### src/rtl/hazard_pkg.sv
// Shared types and constants for the pipeline sequencing controller.
package hazard_pkg;

  typedef enum logic {
    RUN      = 1'b0,
    MEM_WAIT = 1'b1
  } state_t;

  localparam int STALL_CNT_W = 32;
  localparam int FLUSH_CNT_W = 16;

  // ID/EX control fields that a bubble forces low
  typedef struct packed {
    logic wb_en;
    logic mem_read;
    logic mem_write;
    logic b;
    logic s;
  } idex_ctrl_t;

  localparam idex_ctrl_t IDEX_BUBBLE = '0;

endpackage

### src/rtl/hazard_detect.sv
// Combinational RAW comparator between the ID instruction and older in-flight writers.
module hazard_detect #(
  parameter bit FORWARD_EN = 1'b1
) (
  input  logic [3:0] id_src1,
  input  logic [3:0] id_src2,
  input  logic       id_use_src1,
  input  logic       id_use_src2,
  input  logic [3:0] ex_dest,
  input  logic       ex_wb_en,
  input  logic       ex_mem_read,
  input  logic [3:0] mem_dest,
  input  logic       mem_wb_en,
  output logic       hz
);

  localparam bit NO_FWD = !FORWARD_EN;

  logic match1;
  logic match2;

  // With forwarding only a load in EX is a hazard; without it any EX/MEM writer is
  assign match1 = (ex_wb_en & (ex_mem_read | NO_FWD) & (id_src1 == ex_dest)) |
                  (NO_FWD & mem_wb_en & (id_src1 == mem_dest));
  assign match2 = (ex_wb_en & (ex_mem_read | NO_FWD) & (id_src2 == ex_dest)) |
                  (NO_FWD & mem_wb_en & (id_src2 == mem_dest));

  assign hz = (id_use_src1 & match1) | (id_use_src2 & match2);

endmodule

### src/rtl/hazard_ctrl.sv
// Freeze/flush sequencing for the 5-stage core: RAW bubbles, branch flushes,
// data-memory wait with timeout, and saturating perf counters.
module hazard_ctrl
  import hazard_pkg::*;
#(
  parameter bit FORWARD_EN  = 1'b1,
  parameter int MEM_TIMEOUT = 64
) (
  input  logic                   clk,
  input  logic                   rst,
  input  logic [3:0]             id_src1,
  input  logic [3:0]             id_src2,
  input  logic                   id_use_src1,
  input  logic                   id_use_src2,
  input  logic [3:0]             ex_dest,
  input  logic                   ex_wb_en,
  input  logic                   ex_mem_read,
  input  logic [3:0]             mem_dest,
  input  logic                   mem_wb_en,
  input  logic                   ex_branch,
  input  logic                   mem_req,
  input  logic                   sram_ready,
  input  logic                   cnt_clr,
  output logic                   freeze_pc,
  output logic                   freeze_ifid,
  output logic                   flush_ifid,
  output logic                   flush_idex,
  output logic                   freeze_back,
  output logic                   sram_req,
  output logic                   mem_err,
  output logic [STALL_CNT_W-1:0] stall_cycles,
  output logic [FLUSH_CNT_W-1:0] flush_count,
  output state_t                 state_dbg
);

  localparam int WW = $clog2(MEM_TIMEOUT + 1);
  localparam logic [WW-1:0] TIMEOUT_V = WW'(MEM_TIMEOUT);

  // Handshake: sram_req stays high until the cycle sram_ready is seen
  // (access complete) or the wait counter expires (access abandoned).

  state_t        state, state_next;
  logic [WW-1:0] wait_cnt, wait_next;
  logic          err_set;
  logic          hz;

  hazard_detect #(.FORWARD_EN(FORWARD_EN)) u_detect (
    .id_src1     (id_src1),
    .id_src2     (id_src2),
    .id_use_src1 (id_use_src1),
    .id_use_src2 (id_use_src2),
    .ex_dest     (ex_dest),
    .ex_wb_en    (ex_wb_en),
    .ex_mem_read (ex_mem_read),
    .mem_dest    (mem_dest),
    .mem_wb_en   (mem_wb_en),
    .hz          (hz)
  );

  assign state_dbg = state;

  always_ff @(posedge clk or negedge rst) begin
    if (!rst) begin
      state    <= RUN;
      wait_cnt <= '0;
      mem_err  <= 1'b0;
    end else begin
      state    <= state_next;
      wait_cnt <= wait_next;
      mem_err  <= mem_err | err_set;
    end
  end

  always_comb begin
    state_next  = state;
    wait_next   = wait_cnt;
    err_set     = 1'b0;
    freeze_pc   = 1'b0;
    freeze_ifid = 1'b0;
    flush_ifid  = 1'b0;
    flush_idex  = 1'b0;
    freeze_back = 1'b0;
    sram_req    = 1'b0;
    // Outputs are held low for as long as reset is asserted
    if (rst) begin
      case (state)
        RUN: begin
          sram_req = mem_req;
          if (mem_req && !sram_ready) begin
            freeze_pc   = 1'b1;
            freeze_ifid = 1'b1;
            freeze_back = 1'b1;
            state_next  = MEM_WAIT;
            wait_next   = WW'(1);
          end else if (ex_branch) begin
            flush_ifid = 1'b1;
            flush_idex = 1'b1;
          end else if (hz) begin
            freeze_pc   = 1'b1;
            freeze_ifid = 1'b1;
            flush_idex  = 1'b1;
          end
        end
        MEM_WAIT: begin
          if (sram_ready) begin
            sram_req   = 1'b1;
            state_next = RUN;
          end else if (wait_cnt == TIMEOUT_V) begin
            err_set    = 1'b1;
            state_next = RUN;
          end else begin
            sram_req    = 1'b1;
            freeze_pc   = 1'b1;
            freeze_ifid = 1'b1;
            freeze_back = 1'b1;
            wait_next   = wait_cnt + 1'b1;
          end
        end
        default: state_next = RUN;
      endcase
    end
  end

  always_ff @(posedge clk or negedge rst) begin
    if (!rst) begin
      stall_cycles <= '0;
      flush_count  <= '0;
    end else if (cnt_clr) begin
      stall_cycles <= '0;
      flush_count  <= '0;
    end else begin
      if (freeze_pc && (stall_cycles != '1)) stall_cycles <= stall_cycles + 1'b1;
      if (flush_idex && (flush_count != '1)) flush_count <= flush_count + 1'b1;
    end
  end

endmodule

### config.mk
export PLATFORM = sky130hd
export DESIGN_NAME = hazard_ctrl
export DESIGN_NICKNAME = d
export VERILOG_FILES = /design/src/rtl/hazard_pkg.sv /design/src/rtl/hazard_detect.sv /design/src/rtl/hazard_ctrl.sv
export SDC_FILE = /design/constraint.sdc
export NUM_CORES = 1
export LEC_CHECK = 0
export BUFFER_PORTS_ARGS = -buffer_cell sky130_fd_sc_hd__clkbuf_2
export CAP_MARGIN = 30
export CORE_MARGIN = 2
export CORE_UTILIZATION = 45
export CTS_CLUSTER_SIZE = 30
export DETAILED_ROUTE_END_ITERATION = 10
export MAX_ROUTING_LAYER = met4
export PLACE_DENSITY = 0.79
export SYNTH_ARGS = -nofsm -noshare
export SYNTH_HDL_FRONTEND = slang
export SYNTH_SLANG_ARGS = --single-unit
### constraint.sdc
create_clock -name clk -period 2.79 [get_ports clk]
set_input_delay 0 -clock clk [delete_from_list [all_inputs] [get_ports clk]]
set_output_delay 0 -clock clk [all_outputs]
set_load 0.02 [all_outputs]
==> metrics.md <==
| Metric | Value |
|---|---|
| Unrepaired setup endpoints after global routing | false |
| Worst Hold Class | input pin to register |
| Pin count of the biggest net entering global routing | 56 |
| Router iterations before antenna repair | 4 |
| Antenna-violating nets left | 0 |
| Worst path required time | approximately 3.0 ns |
| GRT Resource Usage Total | 21.6% |
| Setup Viol. Count Final | 0 |
| CTS Buf Count | 9 |
| Fmax achieved | 0.397 GHz |
| CTS Sinks | 57 |
| Net Count, Synth | between 300 and 400 |
| DP Area | 3770 sq um |
| Hold path cells | 4 |
| Run status | complete, no violations |
| Critical Path Start Type | register |
| Antenna Cells | 0 |
| Synth area leaders | dfrtp_1, xor2_1, nand3_1 |
| Final hold violations | 0 |
| Area grow syn2layout | 21.0% |
| Worst reg2reg path depth | 8 |
| Switch Pwr | about 0.5 mW |
| R2r endpoint | stall_cycles[21] |
| Hold EP | mem_err |
| Crit path time final | 2.52 ns |
| Top_reg_cell synth | dfrtp_1 |
| Crit-path max FO | 30 |
| Worst Hold Launch | sram_ready |
| Filler instances | 685 |
| Die width | 89.3 microns |
| Synth area leader | dfrtp_1 |
| Tcrit/Tclk final | between 90% and 100% |
| CTS root buf | clkbuf_8 |
| Asr flop ratio synth | 100% |
| Synth Instances | approximately 350 |
| Reg2Reg Launch Point | wait_cnt[0] |
| Crit. End Element | register |
| Leakage power total | 1.86 nW |
| Maximum clock insertion buffer count | 2 |
| Power density cells | 456 nW/um^2 |
| Top cells by count, synth | dfrtp_1, nor2_1, nand3_1, xor2_1, nand2_1 |
| Worst Setup Path Type | register to register |
| Vias in the first global route | 2856 |
| DR iter-0 viols | 126 |
| Clock transition at path regs | 0.06 ns |
| Avg Cell Area, Syn | 9.30 sq um |
| Yosys warns | 0 |
| Worst Tran Pin Value | 0.721 ns |
| Count leader, synth | dfrtp_1 |
| Core area | 7140 sq um |
| Slew Limit Fails | 0 |
| Logic pwr share | between 10 and 15% |
| Internal Power | 1.30 mW |
| Post-CTS Setup Bufs | 0 |
| Dpl cells | 521 |
| Post-route cell area | 3960 sq um |
| Number of distinct library cells after synthesis | 45 |
| Worst setup margin | roughly 0.27 ns |
| Sequential power share | between 40% and 50% |
| Final clock skew | between 0.01 and 0.015 ns |
| Depth of the CTS H-tree | 3 |
| Fin cells | ~540 |
| Netlist Area Pre-Place | between 3000 and 4000 sq um |
| Clk pwr share | 39.1% |
| Total I/O pin count | 83 |
| Final Wtd Congestion | 0.785 |
| Initial antenna violation count | 0 |
| Share of the synthesized area in the top cell type | a little over two fifths |
| Via density | around 5.6 |
| Seq/Total Area, Yosys | 43.6% |
| Drt drc | 0 |
| VDD IR max | 0.000374 V |
| Switching Fraction | 28.2% |
| Post_cts resized | 0 |
| Detailed-route wire length | 8010 microns |
| Setup total negative slack | 0 ns |
| Post-synth EDFFs | 0 |
| Share of cells above drive strength 1 | a little over a quarter |
| Place WS | 0.266 ns |
| Die Height | 89.3 microns |
| TritonCTS clock tree | done |
| Slew HR | between 50% and 60% |
| Starting density of the core | a little under half |
| Max_cap viols | 0 |
| Post-DR wirelength/cell | 14.9 microns |
| Global-route wire length before repair | 13100 microns |
| FF+latch count, synth | 57 |
| PortBufs | 77 |
| Site Rows | 31 |
| GRT Residual Overflow | 0 |
| Die area | 7970 sq um |
| Crit path DAT | 2.77 ns |
| Worst R2R Setup Slack | 0.27 ns |
| CTS Hold Buffers Added | 1 |
| Fin nets | 465 |
| Clock Latency Late Sink | 0.34 ns |
| Post-DP HPWL | 5650 microns |
| Vias | around 3k |
## state kept, by name, summed over array words and instances (netlist names)
name,count
stall_cycles,32
flush_count,16
wait_cnt,7
mem_err,1
state_dbg,1
## cell families (layout without fill, tap and decap cells)
kind of cell	count (synthesis)	count (layout)	synth area share, %
xor+xnor	36	36	9.63
compound gates	52	52	11.2
buf+inv	20	107	2.71
simple gates	178	178	29.7
mux	5	5	1.60
flops	57	57	43.6
fa+ha+maj	4	4	1.53
## stage by stage
stage	hold WS, ns	total power [mW]	util (%)
2_1_floorplan	-0.296	1.03	-
3_3_place_gp	-0.170	1.10	52.8
3_5_place_dp	-0.165	1.12	52.8
4_1_cts	0.0360	1.82	55.5
5_1_grt	0.0797	1.88	55.5
6_report	0.0469	1.81	55.5
## power by group through the flow
stage | clock network, mW | registers [mW] | logic, mW
2_1_floorplan | 0 | 0.909 | 0.121
3_3_place_gp | 0 | 0.910 | 0.193
3_5_place_dp | 0 | 0.913 | 0.203
4_1_cts | 0.716 | 0.898 | 0.206
5_1_grt | 0.754 | 0.905 | 0.224
6_report | 0.706 | 0.898 | 0.202
## final cells by class
cell class	count	area (sq um)	area share (%)
multi-input cells	275	1760	44.4
flip-flops and latches	57	1430	36.0
repair buffers	85	448	11.3
clock buffers	11	151	3.82
well taps	99	124	3.13
clock inverters	5	30.0	0.758
inverters	6	22.5	0.569
## critical path: stages (launching register included)
cell     delay (ns)
dfrtp_1        0.42
inv_1          0.07
ha_1           0.21
nand4_2        0.12
nand4_1        0.28
a32oi_4        0.27
nand2_2        0.33
or4_1          0.59
a21oi_1        0.15
## placed cells by master (no fill, tap or decap), types with 4 or more instances in the layout
cell type	instances
nand2_1	27
xor2_1	33
and3_1	19
nand3_1	33
o21ai_0	14
nor2_1	40
or4_1	9
buf_4	7
ha_1	4
nor2b_1	7
dfrtp_1	57
clkbuf_2	77
nand4_1	13
nor3_1	5
o31ai_1	8
clkbuf_8	11
and4_1	4
inv_1	6
or3_1	7
a21oi_1	18
## worst max-delay path by stage
| stage | start | to | slack [ns] | cells past startpoint |
|---|---|---|---|---|
| 2_1_floorplan | stall_cycles[0] | stall_cycles[26] | 0.51 | 8 |
| 3_3_place_gp | wait_cnt[0] | stall_cycles[31] | 0.37 | 8 |
| 3_5_place_dp | wait_cnt[0] | stall_cycles[12] | 0.27 | 8 |
| 4_1_cts | wait_cnt[0] | stall_cycles[19] | 0.26 | 8 |
| 5_1_grt | wait_cnt[0] | stall_cycles[21] | 0.05 | 8 |
| 6_report | wait_cnt[0] | stall_cycles[21] | 0.27 | 8 |
## metal layers
metal  wire (microns)  global-route usage (%)
met1             3470                    27.0
met2             4010                    34.1
met3              349                    3.97
met4              187                    9.91
met5                0                       -
Note: power is estimated with default switching activity, not from simulation.
